## src/rtl/uart_rx_cmd_ctrl.sv

```systemverilog
// -----------------------------------------------------------------------------
// uart_rx_cmd_ctrl
//
// Sits beside a UART receiver. It owns the receiver's run-time configuration
// and turns the received byte stream into command frames.
//
// Frame format:
//   SYNC, ADDR, DATA           (default build)
//   SYNC, ADDR, DATA, CHK      (FRAME_CHK_EN defined; CHK = SYNC ^ ADDR ^ DATA)
//
// A frame addressed to CFG_ADDR is a configuration request. Any other address
// produces a single-cycle register write.
//
// Optional feature macro: FRAME_CHK_EN (adds the CHK byte and its check).
//
// Ports:
//   CLK, RST          clock; synchronous active-high reset
//   rx_line           raw serial line (1 = idle), gates config apply
//   rx_data/rx_valid  receiver byte and valid; one byte per rx_valid rising edge
//   rx_par_err/stp    receiver error flags, sampled with the byte
//   cfg_wr/cfg_*      host configuration request
//   Prescale/PAR_EN/PAR_TYP  live configuration driven to the receiver
//   cfg_pending       a configuration change waits for an idle gap
//   cfg_err           pulse: illegal prescale requested
//   reg_wr_en/addr/wr_data   register write strobe and payload
//   frame_done/err    pulse per completed / aborted frame
//   err_cnt           saturating count of errored bytes, timeouts, CHK failures
// -----------------------------------------------------------------------------
module uart_rx_cmd_ctrl #(
  parameter int                    DATA_WIDTH   = 8,
  parameter logic [DATA_WIDTH-1:0] SYNC_BYTE    = 8'hA5,
  parameter logic [DATA_WIDTH-1:0] CFG_ADDR     = 8'hFF,
  parameter int                    TIMEOUT_BITS = 24
) (
  input  logic                  CLK,
  input  logic                  RST,
  input  logic                  rx_line,
  input  logic [DATA_WIDTH-1:0] rx_data,
  input  logic                  rx_valid,
  input  logic                  rx_par_err,
  input  logic                  rx_stp_err,
  input  logic                  cfg_wr,
  input  logic [5:0]            cfg_prescale,
  input  logic                  cfg_par_en,
  input  logic                  cfg_par_typ,
  output logic [5:0]            Prescale,
  output logic                  PAR_EN,
  output logic                  PAR_TYP,
  output logic                  cfg_pending,
  output logic                  cfg_err,
  output logic                  reg_wr_en,
  output logic [DATA_WIDTH-1:0] reg_addr,
  output logic [DATA_WIDTH-1:0] reg_wr_data,
  output logic                  frame_done,
  output logic                  frame_err,
  output logic [7:0]            err_cnt
);

  // Timer must hold prescale (6 bits) times TIMEOUT_BITS.
  localparam int TMR_W = 6 + $clog2(TIMEOUT_BITS + 1);

  localparam logic [5:0] PS_8  = 6'd8;
  localparam logic [5:0] PS_16 = 6'd16;
  localparam logic [5:0] PS_32 = 6'd32;

  typedef enum logic [2:0] {
    ST_IDLE,
    ST_ADDR,
    ST_DATA,
`ifdef FRAME_CHK_EN
    ST_CHK,
`endif
    ST_EXEC
  } state_e;

  // ---------------------------------------------------------------------------
  // Declarations
  // ---------------------------------------------------------------------------
  state_e                state_q, state_d;

  // Byte event capture (one registered cycle of detection latency).
  logic                  rx_valid_q;
  logic                  byte_d;
  logic                  byte_q;
  logic                  byte_bad_q;
  logic [DATA_WIDTH-1:0] byte_data_q;

  logic [DATA_WIDTH-1:0] addr_q, addr_d;
  logic [DATA_WIDTH-1:0] data_q, data_d;
  logic [TMR_W-1:0]      timer_q, timer_d;
  logic [7:0]            err_cnt_q, err_cnt_d;

  logic [5:0]            prescale_q, prescale_d;
  logic                  par_en_q, par_en_d;
  logic                  par_typ_q, par_typ_d;
  logic [5:0]            pend_prescale_q, pend_prescale_d;
  logic                  pend_par_en_q, pend_par_en_d;
  logic                  pend_par_typ_q, pend_par_typ_d;
  logic                  cfg_pending_q, cfg_pending_d;

  logic                  reg_wr_en_q, reg_wr_en_d;
  logic                  frame_done_q, frame_done_d;
  logic                  frame_err_q, frame_err_d;
  logic                  cfg_err_q, cfg_err_d;

  // Control signals shared between the next-state and output processes.
  logic                  in_frame;
  logic [TMR_W-1:0]      timeout_limit;
  logic                  timeout_hit;
  logic                  frame_abort;
  logic                  err_inc;
  logic                  exec_cfg;
  logic                  exec_legal;
  logic [5:0]            exec_prescale;
  logic                  host_legal;
  logic                  apply_cfg;

  assign byte_d = rx_valid & ~rx_valid_q;

  assign in_frame = (state_q == ST_ADDR) || (state_q == ST_DATA)
`ifdef FRAME_CHK_EN
                    || (state_q == ST_CHK)
`endif
                    ;

  // The limit follows the prescale actually in use by the receiver.
  assign timeout_limit = TMR_W'(prescale_q) * TMR_W'(TIMEOUT_BITS);
  assign timeout_hit   = in_frame && (timer_q >= timeout_limit - TMR_W'(1));

`ifdef FRAME_CHK_EN
  logic [DATA_WIDTH-1:0] chk_expect;
  assign chk_expect = SYNC_BYTE ^ addr_q ^ data_q;
`endif

  // ---------------------------------------------------------------------------
  // State register (all flops)
  // ---------------------------------------------------------------------------
  // NOTE: sequential state uses non-blocking assignments so every flop samples
  // the pre-edge value of every other flop, independent of statement order.
  always_ff @(posedge CLK) begin
    if (RST) begin
      state_q         <= ST_IDLE;
      rx_valid_q      <= 1'b0;
      byte_q          <= 1'b0;
      byte_bad_q      <= 1'b0;
      byte_data_q     <= '0;
      addr_q          <= '0;
      data_q          <= '0;
      timer_q         <= '0;
      err_cnt_q       <= '0;
      prescale_q      <= PS_32;
      par_en_q        <= 1'b1;
      par_typ_q       <= 1'b0;
      pend_prescale_q <= PS_32;
      pend_par_en_q   <= 1'b1;
      pend_par_typ_q  <= 1'b0;
      cfg_pending_q   <= 1'b0;
      reg_wr_en_q     <= 1'b0;
      frame_done_q    <= 1'b0;
      frame_err_q     <= 1'b0;
      cfg_err_q       <= 1'b0;
    end else begin
      state_q         <= state_d;
      rx_valid_q      <= rx_valid;
      byte_q          <= byte_d;
      byte_bad_q      <= rx_par_err | rx_stp_err;
      byte_data_q     <= rx_data;
      addr_q          <= addr_d;
      data_q          <= data_d;
      timer_q         <= timer_d;
      err_cnt_q       <= err_cnt_d;
      prescale_q      <= prescale_d;
      par_en_q        <= par_en_d;
      par_typ_q       <= par_typ_d;
      pend_prescale_q <= pend_prescale_d;
      pend_par_en_q   <= pend_par_en_d;
      pend_par_typ_q  <= pend_par_typ_d;
      cfg_pending_q   <= cfg_pending_d;
      reg_wr_en_q     <= reg_wr_en_d;
      frame_done_q    <= frame_done_d;
      frame_err_q     <= frame_err_d;
      cfg_err_q       <= cfg_err_d;
    end
  end

  // ---------------------------------------------------------------------------
  // Next-state logic: frame parsing, field latching, inter-byte timer
  // ---------------------------------------------------------------------------
  // NOTE: every signal gets a default before the case so no path leaves it
  // unassigned; that is what keeps this process free of inferred latches.
  always_comb begin
    state_d     = state_q;
    addr_d      = addr_q;
    data_d      = data_q;
    timer_d     = timer_q;
    frame_abort = 1'b0;
    err_inc     = 1'b0;

    if (byte_q) begin
      timer_d = '0;
    end else if (in_frame) begin
      timer_d = timer_q + TMR_W'(1);
    end

    case (state_q)
      // EXEC lasts one cycle; a byte landing here is handled as in IDLE.
      ST_IDLE, ST_EXEC: begin
        state_d = ST_IDLE;
        if (byte_q) begin
          if (byte_bad_q) begin
            err_inc = 1'b1;
          end else if (byte_data_q == SYNC_BYTE) begin
            state_d = ST_ADDR;
          end
        end
      end

      ST_ADDR: begin
        if (byte_q) begin
          if (byte_bad_q) begin
            state_d     = ST_IDLE;
            frame_abort = 1'b1;
            err_inc     = 1'b1;
          end else begin
            addr_d  = byte_data_q;
            state_d = ST_DATA;
          end
        end else if (timeout_hit) begin
          state_d     = ST_IDLE;
          frame_abort = 1'b1;
          err_inc     = 1'b1;
        end
      end

      ST_DATA: begin
        if (byte_q) begin
          if (byte_bad_q) begin
            state_d     = ST_IDLE;
            frame_abort = 1'b1;
            err_inc     = 1'b1;
          end else begin
            data_d  = byte_data_q;
`ifdef FRAME_CHK_EN
            state_d = ST_CHK;
`else
            state_d = ST_EXEC;
`endif
          end
        end else if (timeout_hit) begin
          state_d     = ST_IDLE;
          frame_abort = 1'b1;
          err_inc     = 1'b1;
        end
      end

`ifdef FRAME_CHK_EN
      ST_CHK: begin
        if (byte_q) begin
          if (!byte_bad_q && (byte_data_q == chk_expect)) begin
            state_d = ST_EXEC;
          end else begin
            // Errored byte or checksum mismatch: both drop the frame.
            state_d     = ST_IDLE;
            frame_abort = 1'b1;
            err_inc     = 1'b1;
          end
        end else if (timeout_hit) begin
          state_d     = ST_IDLE;
          frame_abort = 1'b1;
          err_inc     = 1'b1;
        end
      end
`endif

      default: state_d = ST_IDLE;
    endcase
  end

  // ---------------------------------------------------------------------------
  // Output logic: strobes, error counter, configuration handling
  // ---------------------------------------------------------------------------
  assign exec_cfg   = (state_q == ST_EXEC) && (addr_q == CFG_ADDR);
  assign exec_legal = (data_q[1:0] != 2'b11);
  assign host_legal = (cfg_prescale == PS_8) || (cfg_prescale == PS_16) ||
                      (cfg_prescale == PS_32);
  // Config only moves while no frame is in flight and the line is idle, so
  // the receiver never sees a change in the middle of a character.
  assign apply_cfg  = (state_q == ST_IDLE) && cfg_pending_q && rx_line;

  always_comb begin
    case (data_q[1:0])
      2'd0:    exec_prescale = PS_8;
      2'd1:    exec_prescale = PS_16;
      default: exec_prescale = PS_32;
    endcase
  end

  always_comb begin
    reg_wr_en_d  = (state_q == ST_EXEC) && (addr_q != CFG_ADDR);
    frame_done_d = (state_q == ST_EXEC);
    frame_err_d  = frame_abort;
    cfg_err_d    = (cfg_wr && !host_legal) || (exec_cfg && !exec_legal);

    err_cnt_d = err_cnt_q;
    if (err_inc && (err_cnt_q != 8'hFF)) begin
      err_cnt_d = err_cnt_q + 8'd1;
    end

    prescale_d      = prescale_q;
    par_en_d        = par_en_q;
    par_typ_d       = par_typ_q;
    pend_prescale_d = pend_prescale_q;
    pend_par_en_d   = pend_par_en_q;
    pend_par_typ_d  = pend_par_typ_q;
    cfg_pending_d   = cfg_pending_q;

    if (apply_cfg) begin
      prescale_d    = pend_prescale_q;
      par_en_d      = pend_par_en_q;
      par_typ_d     = pend_par_typ_q;
      cfg_pending_d = 1'b0;
    end

    // A request arriving in the apply cycle stays pending for the next gap.
    // The host wins over an in-band request in the same cycle.
    if (cfg_wr && host_legal) begin
      pend_prescale_d = cfg_prescale;
      pend_par_en_d   = cfg_par_en;
      pend_par_typ_d  = cfg_par_typ;
      cfg_pending_d   = 1'b1;
    end else if (exec_cfg && exec_legal) begin
      pend_prescale_d = exec_prescale;
      pend_par_en_d   = data_q[2];
      pend_par_typ_d  = data_q[3];
      cfg_pending_d   = 1'b1;
    end
  end

  assign Prescale    = prescale_q;
  assign PAR_EN      = par_en_q;
  assign PAR_TYP     = par_typ_q;
  assign cfg_pending = cfg_pending_q;
  assign cfg_err     = cfg_err_q;
  assign reg_wr_en   = reg_wr_en_q;
  assign reg_addr    = addr_q;
  assign reg_wr_data = data_q;
  assign frame_done  = frame_done_q;
  assign frame_err   = frame_err_q;
  assign err_cnt     = err_cnt_q;

endmodule

```

## config.mk

```make
export PLATFORM = sky130hd
export DESIGN_NAME = uart_rx_cmd_ctrl
export DESIGN_NICKNAME = d
export VERILOG_FILES = /design/src/rtl/uart_rx_cmd_ctrl.sv
export SDC_FILE = /design/constraint.sdc
export NUM_CORES = 1
export LEC_CHECK = 0
export ABC_AREA = 1
export CORE_ASPECT_RATIO = 1.4
export CORE_MARGIN = 2
export CORE_UTILIZATION = 57
export CTS_CLUSTER_DIAMETER = 40
export DETAILED_ROUTE_END_ITERATION = 8
export GPL_TIMING_DRIVEN = 0
export PLACE_DENSITY = 0.85
export SLEW_MARGIN = 15
export SYNTH_ARGS = -nofsm -noshare
export SYNTH_HDL_FRONTEND = slang
export SYNTH_SLANG_ARGS = --single-unit
```

## constraint.sdc

```tcl
create_clock -name CLK -period 4.7 [get_ports CLK]
set_clock_uncertainty 0.1 [all_clocks]
set_input_delay 1.41 -clock CLK [delete_from_list [all_inputs] [get_ports CLK]]
set_output_delay 1.41 -clock CLK [all_outputs]
set_load 0.005 [all_outputs]
```

After elaboration in Yosys (flattened, before gate mapping)
Index checks and enable logic that the tools add are counted.
{"block": "op_classes", "n_addsub": 3, "n_mul": 1, "n_lt_le_gt_ge": 1, "n_eq_ne": 12, "muxes": 24, "bitwise": 5, "reduce_logical": 26}
{"operator": "== test 8 bit (second input constant)", "n": 2}
{"operator": "!= test 8 bit (second input constant)", "n": 2}
{"operator": "2-to-1 mux 1 bit", "n": 14}
{"operator": "2-to-1 mux 6 bit", "n": 2}
{"operator": "one-hot mux 6 bit (2 select lines)", "n": 1}
{"operator": "adder 11 x 1 -> 11 bit (second input constant)", "n": 1}
{"operator": ">= comparator 11 bit", "n": 1}
{"operator": "subtractor 11 x 1 -> 11 bit (second input constant)", "n": 1}
{"operator": "logical AND 1 bit", "n": 10}
{"operator": "2-to-1 mux 3 bit", "n": 3}
{"operator": "one-hot mux 3 bit (3 select lines)", "n": 1}
{"operator": "adder 8 x 1 -> 8 bit (second input constant)", "n": 1}
{"operator": "multiplier 6 x 2 -> 8 bit (second input constant)", "n": 1}
{"operator": "OR reduction 2 bit", "n": 4}
{"operator": "== test 3 x 2 -> 1 bit (second input constant)", "n": 2}
{"operator": "== test 6 x 4 -> 1 bit (second input constant)", "n": 1}
{"operator": "== test 6 x 5 -> 1 bit (second input constant)", "n": 1}
{"operator": "== test 6 bit (second input constant)", "n": 1}
{"operator": "AND reduction 3 bit", "n": 2}
{"operator": "logical OR 1 bit", "n": 4}
{"operator": "2-to-1 mux 2 bit", "n": 2}
{"operator": "== test 3 x 1 -> 1 bit (second input constant)", "n": 1}
{"operator": "zero test 3 bit", "n": 1}
{"operator": "inverter 1 bit", "n": 3}
{"operator": "9 further kinds", "n": 10}
{"block": "word_totals", "register_bits": 70, "in_bits": 23, "output_inout_bits": 37, "wordCells": 92}

Depth between registers and ports, before layout
Gate-level depths: netlist of the first run.
{"block": "logic_depth", "ltp_word": 8, "ltp_mapped": 21, "mapped_depth_nobuf": 21}

Least setup slack after synthesis of the first run
OpenSTA, ideal clock, no wires.
{"block": "synth_path", "path_type": "flip-flop to flip-flop", "startpoint": "register prescale_q[1] (netlist: Prescale[1])", "endpoint": "register err_cnt_q[0] (netlist: err_cnt[0])", "setup_time_ns": 0.115, "t_arrival_ns": 2.911, "t_required_ns": 4.485, "path_slack_ns": 1.574, "stages_incl_launch_ff": 21, "n_path_buf": 1, "synth_period_minus_slack_ns": 3.126, "path_cell_list": "dfxtp_1 ha_1 fa_1 nor2_1 nand2_1 nor2_1 nand2_1 nor2_1 nand2_1 nand2_1 nand2_1 ha_1 nand2_1 inv_1 a21oi_1 nand2_1 o21bai_4 nand3_4 buf_6 a21oi_1 nor2_1"}
{"block": "synth_between", "elab_chain_len": 8}
{"element": "from (decl)", "line": "93", "source": "logic [5:0] prescale_q, prescale_d;"}
{"element": "from (signal assigned)", "line": "172", "source": "prescale_q <= prescale_d;"}
{"element": "multiplier 6 x 2 -> 8 bit", "line": "127", "source": "assign timeout_limit = TMR_W'(prescale_q) * TMR_W'(TIMEOUT_BITS);"}
{"element": "subtractor 11 x 1 -> 11 bit", "line": "128", "source": "assign timeout_hit = in_frame && (timer_q >= timeout_limit - TMR_W'(1));"}
{"element": ">= comparator 11 bit", "line": "128"}
{"element": "logical AND 1 bit", "line": "128"}
{"element": "2-to-1 mux 1 bit", "line": "228, 249"}
{"element": "2-to-1 mux 1 bit", "line": "236", "source": "if (byte_q) begin"}
{"element": "one-hot mux 1 bit (2 select lines)", "line": "205", "source": "case (state_q)"}
{"element": "logical AND 1 bit", "line": "305", "source": "if (err_inc && (err_cnt_q != 8'hFF)) begin"}
{"element": "to (signal assigned)", "line": "171", "source": "err_cnt_q <= err_cnt_d;"}
{"element": "to (decl)", "line": "91", "source": "logic [7:0] err_cnt_q, err_cnt_d;"}
No other way between the ends.
A chain may end at the register's enable or synchronous reset.

Worst setup path after layout of the first run
{"block": "layout_path", "startpoint": "register prescale_q[0] (netlist: Prescale[0])", "endpoint": "register err_cnt_q[0] (netlist: err_cnt[0])"}
The elaborated chain is that of the path after synthesis.

==> flow_summary.ini, run 1 <==
[cts]
cts_root_buf = clkbuf_8
cts-resized-gates = 0
cts.sinks = 70
cts_hold_buf = 0
clock_path_buffers = 2
cts_buffers = 9
htreeDepth = 3
clk_pin_slew_ps = 80
cts_tree = built
cts_setup_buffers = 0
clk_latency_ps = 350

[final_layout]
syn2layout_area_growth_pct = 25.3
n_antenna_cell = 0
fin_cells = 614
fillers = 469
final_util_pct = 73.2
fin_nets = 581
final_layout_size_suffix_gt1_share_pct = 5.88

[global_routing]
antenna_found_initial = 0
gr-total-overflow = 0
grt_pass1_wl_mm = 12.3
grt_max_degree = 13
grt_pass1_vias = 2856
grt_use_total_pct = 23.3

[pwr]
irDropWorstVdd_uv = 248
switching_power_uw = 265
p_sw_share_pct = 23.2
internal_power_uw = 879
comb_power_share_pct = 5.7
p_seq_share_pct = 53.0
cellPowerDensity_nw_per_um2 = 269
power_mw = 1.14
clockPowerShare_pct = 41.2
power.leakage_nw = 1.90

[worst_setup_path]
r2r-start = Prescale[0]
cp_max_fo = 10
crit_required_ps = 4850
end_kind = register
reg2reg_depth = 20
critical-path-max-stage-delay_ps = 400
timing.critical_path.mode_cell = nand2_1
reg2reg_slack_ps = 1210
timing_worst_setup_path_type = reg -> reg
path_cells = ha_1, fa_1, nand3_1, nand3_1, xor2_1, inv_1, nor2_1, nand2_1, nand2_1, nand2_1, ha_1, nand2_1, inv_1, a21oi_1, nand2_1, o21bai_4, nand3_4, buf_6, a21oi_1, nor2_1
worstPathArrival_ps = 3640
start_kind = register
critPathSlowestCell = fa_1
r2r-end = err_cnt[0]

[detailed_routing]
wl_per_cell_um = 12.1
wl_mm = 7.42
drtIter0Drc = 190
first_pass_iters = 6
drc = 0
avgViaCountPerCell = 5.08
vias = 3122
postRouteAntennaNets = 0

[logic_synthesis]
synth_area_per_cell_um2 = 7.24
syn_area_um2 = 3400
syn_inst = 470
ys_seq_area_share_pct = 41.2
ys_ff_latch = 70
synthDistinctLibCells = 33
async_reset_ff_share_pct = 0
synth_ff_type = dfxtp_1
synth_enable_flop_cells = 0
syn_nets = 512
yosysWarnings = 0

[placement]
gp_congestion = 0.822
port_buffers = 58
placedCellCount = 598
hpwl_mm = 5.68

[hold_path]
hold_path_end = byte_q
hp-start = rx_valid_q
hold_depth = 1
hold_class = reg -> reg

[floorplan]
initial_core_util_pct = 58.5
die_area_um2 = 6610
die_x_um = 69.3
die_h_um = 95.4
num_rows = 33
num_io_pins = 60
coreArea_um2 = 5820

[timing]
max-slew-margin-rel_pct = 65.4
fin_tns_setup_ps = 0
worstMarginPinSlew_ps = 517
whs_ps = 286
rsz0062_at_grt = false
finalCritPeriodShare_pct = 74.3
drv_slew = 0
period_needed_ps = 3490
timing.fmax_mhz = 286
setup_viol = 0
hold_viol_final = 0

[run_status]
status = completed

[job]
maxCapViolCount = 0
## worst max-delay path by stage
stage                           start          to  slack, ps  cells past startpoint
after floorplan           Prescale[1]  err_cnt[0]       1570                     20
after global placement    Prescale[0]  err_cnt[3]       1340                     20
after detailed placement  Prescale[0]  err_cnt[1]       1240                     20
after CTS                 Prescale[0]  err_cnt[0]       1200                     20
after global routing      Prescale[1]  err_cnt[0]        840                     20
final                     Prescale[0]  err_cnt[0]       1210                     20
## cell type report
type / count / area, um2 / area share (%)
plain buffers: 11 / 57.6 / 1.35
clock buffers: 11 / 131 / 3.08
clock inverters: 5 / 60.1 / 1.41
inverters: 66 / 248 / 5.81
multi-input cells: 323 / 1700 / 39.8
flip-flops and latches: 70 / 1400 / 32.9
well taps: 70 / 87.6 / 2.05
repair buffers: 58 / 581 / 13.6
## power by group through the flow
stage / clock, mW / combinational (mW) / sequential [mW]
6_report: 0.472 / 0.0658 / 0.607
5_1_grt: 0.503 / 0.0743 / 0.608
4_1_cts: 0.475 / 0.0664 / 0.607
3_5_place_dp: 0 / 0.0659 / 0.621
3_3_place_gp: 0 / 0.0638 / 0.620
2_1_floorplan: 0 / 0.0342 / 0.619
## flip-flops by register name, indices dropped and copies added, names as in the netlist, 3 cells and up
| register | flops |
|---|---|
| err_cnt | 8 |
| reg_addr | 8 |
| reg_wr_data | 8 |
| Prescale | 6 |
| pend_prescale_q | 6 |
| byte_data_q | 8 |
| state_q | 3 |
| timer_q | 11 |
## placed cells by master (no fill, tap or decap), drive strengths merged
cell	synthesis	final
nand3	26	26
and3b	1	1
o21bai	1	1
clkinv	0	3
fa	1	1
inv	66	66
dfxtp	70	70
clkbuf	6	17
nand3b	2	2
a21oi	42	42
xor2	9	9
nand2	99	99
nor4	3	3
nor2	69	69
o21ai	35	35
clkinvlp	0	1
buf	5	5
o21ba	1	1
ha	18	18
nand4	3	3
xnor2	4	4
conb	1	1
nor3	6	6
and3	1	1
bufinv	0	1
clkdlybuf4s50	0	58
nor3b	1	1
## routing by layer
layer	vias up	part of all wire, %	GRT usage (%)
li1	1629	-	-
met1	1405	40	24.1
met2	73	53	44.6
met3	15	4.9	4.97
met4	0	2.1	10.8
met5	-	0	0
## cell families after synthesis
group / count (synthesis) / share of synthesized area [%]
buffers and inverters: 77 / 8.97
adder cells (fa/ha/maj): 19 / 7.21
XOR/XNOR: 13 / 3.35
other: 1 / 0.110
AND/OR/NAND/NOR: 211 / 26.9
flip-flops: 70 / 41.2
AO/OA/AOI/OAI: 79 / 12.3
## worst max-delay path, delay by kind of cell (launching register included)
family / cells / cell delay [ps]
DFF: 1 / 380
adders and majority gates: 3 / 930
and+or+nand+nor: 10 / 980
buffers and inverters: 3 / 300
AOI/OAI and AO/OA: 3 / 490
xor gates and xnor gates: 1 / 200
## cell usage after synthesis (4+ instances only)
cell / number / share of area (%)
xnor2_1: 4 / 1.0
nor3_1: 5 / 0.74
xor2_1: 9 / 2.3
clkbuf_1: 5 / 0.55
ha_1: 18 / 6.6
inv_1: 66 / 7.3
nand3_1: 25 / 3.7
a21oi_1: 41 / 6.0
o21ai_0: 35 / 5.1
dfxtp_1: 70 / 41
nand2_1: 95 / 10
nor2_1: 66 / 7.3
## through the flow
step           worst slack (ps)  instance area, um2
2_1_floorplan              1570                3400
3_3_place_gp               1340                4070
3_5_place_dp               1240                4070
4_1_cts                    1200                4260
5_1_grt                     837                4260
6_report                   1210                4260
No activity file was read; power rests on OpenSTA's default activity.
==> run 2: changes to the inputs <==
--- a/config.mk
+++ b/config.mk
@@ -8,11 +8,11 @@
 export ABC_AREA = 1
 export CORE_ASPECT_RATIO = 1.4
 export CORE_MARGIN = 2
-export CORE_UTILIZATION = 57
+export CORE_UTILIZATION = 48
 export CTS_CLUSTER_DIAMETER = 40
 export DETAILED_ROUTE_END_ITERATION = 8
 export GPL_TIMING_DRIVEN = 0
-export PLACE_DENSITY = 0.85
+export PLACE_DENSITY = 0.77
 export SLEW_MARGIN = 15
 export SYNTH_ARGS = -nofsm -noshare
 export SYNTH_HDL_FRONTEND = slang
==> constraint.sdc (replaced) <==
create_clock -name CLK -period 3.08 [get_ports CLK]
set_clock_uncertainty 0.1 [all_clocks]
set_input_delay 0.924 -clock CLK [delete_from_list [all_inputs] [get_ports CLK]]
set_output_delay 0.924 -clock CLK [all_outputs]
set_load 0.005 [all_outputs]
==> run 2 against run 1 <==
  * The run now ends with setup timing left
  * First-iteration DRC count down 6.3%
  * Cell count rose by 6.4%
  * Sequential power is 52% higher
  * Sequential cell count unchanged
  * Critical path type unchanged
  * Critical endpoint is now err_cnt[5]
  * Highest routed layer unchanged
==> flow_summary.ini, run 2 (synthesis results as in run 1) <==
[detailed_routing]
wl_mm = 8.22
avgViaCountPerCell = 4.91
vias = 3209
postRouteAntennaNets = 0
drc = 0
drtIter0Drc = 178
wl_per_cell_um = 12.6
first_pass_iters = 4

[floorplan]
die_area_um2 = 7790
num_rows = 36
initial_core_util_pct = 49.1
num_io_pins = 60
coreArea_um2 = 6940
die_h_um = 104
die_x_um = 75.2

[pwr]
irDropWorstVdd_uv = 436
p_seq_share_pct = 47.6
power_mw = 1.94
switching_power_uw = 411
power.leakage_nw = 2.02
comb_power_share_pct = 5.5
cellPowerDensity_nw_per_um2 = 419
clockPowerShare_pct = 46.8
p_sw_share_pct = 21.2
internal_power_mw = 1.53

[worst_setup_path]
timing_worst_setup_path_type = reg -> reg
path_cells = ha_4, fa_2, xor2_1, nor3b_2, buf_4, xnor2_1, inv_1, ha_1, nand2_1, nor2_4, nand2_1, nand2_2, o21bai_4, nand3_4, buf_4, nand2_2, nand2_1, nand2_1, nor2_1
worstPathArrival_ps = 3320
crit_required_ps = 3230
critPathSlowestCell = dfxtp_4
r2r-start = Prescale[1]
cp_max_fo = 5
critical_path.startpoint = Prescale[1]
critical-path-max-stage-delay_ps = 370
start_kind = register
end_kind = register
timing.critical_path.mode_cell = nand2_1

[job]
maxCapViolCount = 0

[timing]
hold_viol_final = 0
drv_slew = 0
rsz0062_at_grt = true
whs_ps = 296
finalCritPeriodShare_pct = 103
worstMarginPinSlew_ps = 542
setup_viol = 10
setup_ws_ps = -91.6
timing.fmax_mhz = 315
max-slew-margin-rel_pct = 63.7
period_needed_ps = 3170

[final_layout]
n_antenna_cell = 0
layout_common_cells = nand2_1 (88), dfxtp_1 (66), inv_1 (65), nor2_1 (63), clkdlybuf4s50_1 (58)
largest_register_ffs = 11
mostFrequentLayoutCell = nand2_1
top_register = timer_q
fin_nets = 595
final_layout_size_suffix_gt1_share_pct = 14.7
syn2layout_area_growth_pct = 36.2
fin_cells = 653
fillers = 602

[placement]
port_buffers = 58
hpwl_mm = 5.75
placedCellCount = 623
gp_congestion = 0.866

[run_status]
status = finished with violations
violations = setup timing

[hold_path]
hp-start = rx_valid_q
hold_class = reg -> reg

[cts]
clock_path_buffers = 2
cts_buffers = 9
cts_root_buf = clkbuf_8
cts_tree = built
cts.sinks = 70
clk_pin_slew_ps = 80
clk_latency_ps = 350
htreeDepth = 3

[global_routing]
grt_use_total_pct = 21.7
gr-total-overflow = 0
grt_max_degree = 13
antenna_found_initial = 0
grt_pass1_vias = 3175
grt_pass1_wl_mm = 13.4
[run 2: metrics by stage]
step           setup slack, ps  utilization [%]  area, um2  setup TNS [ps]
6_report                 -91.6             66.8       4630            -526
5_1_grt                   -290             66.8       4630           -2740
4_1_cts                  -7.00             65.1       4510           -9.99
3_5_place_dp              -280             59.4       4120           -1970
3_3_place_gp              -213             59.4       4120           -1450
2_1_floorplan             13.3                -       3420               0
[run 2: layout make-up]
cell class              count  area [um2]  area share, %
multi-input cells         323        1860           40.0
repair buffers             72         693           15.0
well taps                  95         119           2.56
plain buffers              11        57.6           1.24
clock buffers              11         141           3.05
clock inverters             5         106           2.29
flip-flops and latches     70        1410           30.5
inverters                  66         248           5.35
[run 2: per-layer routing]
metal	GRT usage, %	up-vias	routed length, um
met5	0	-	0
met4	11.7	0	269
met3	3.60	24	293
met2	37.6	80	4410
met1	24.4	1450	3250
li1	-	1655	-
[run 2: power groups by stage]
stage / clock (mW) / combinational, mW / sequential, mW
2_1_floorplan: 0 / 0.0522 / 0.945
3_3_place_gp: 0 / 0.0981 / 0.947
3_5_place_dp: 0 / 0.101 / 0.947
4_1_cts: 0.919 / 0.105 / 0.924
5_1_grt: 0.958 / 0.121 / 0.925
6_report: 0.909 / 0.107 / 0.924
[run 2: worst paths after layout]
check	endpoint	slack, ps	cells after the start
setup / recovery	err_cnt[5]	-90	19
hold / removal	byte_q	300	1
setup reg to reg	err_cnt[5]	-90	19
hold reg to reg	byte_q	300	1
[run 2: critical path, delay by kind of cell, from the launching register on]
family          cells  cell delay (ps)
flops               1              370
buf+inv             3              370
xor+xnor            2              480
simple gates       10              770
fa+ha+maj           3              830
compound gates      1              170
[run 2: what timing repair did]
action | in CTS | in global routing
buffers inserted | 7 | 6
resized for setup | 21 | 20
pin swaps | 11 | 12
endpoints found under the setup margin | 9 | 11
hold buffers | 0 | 0
cloned | 1 | 0
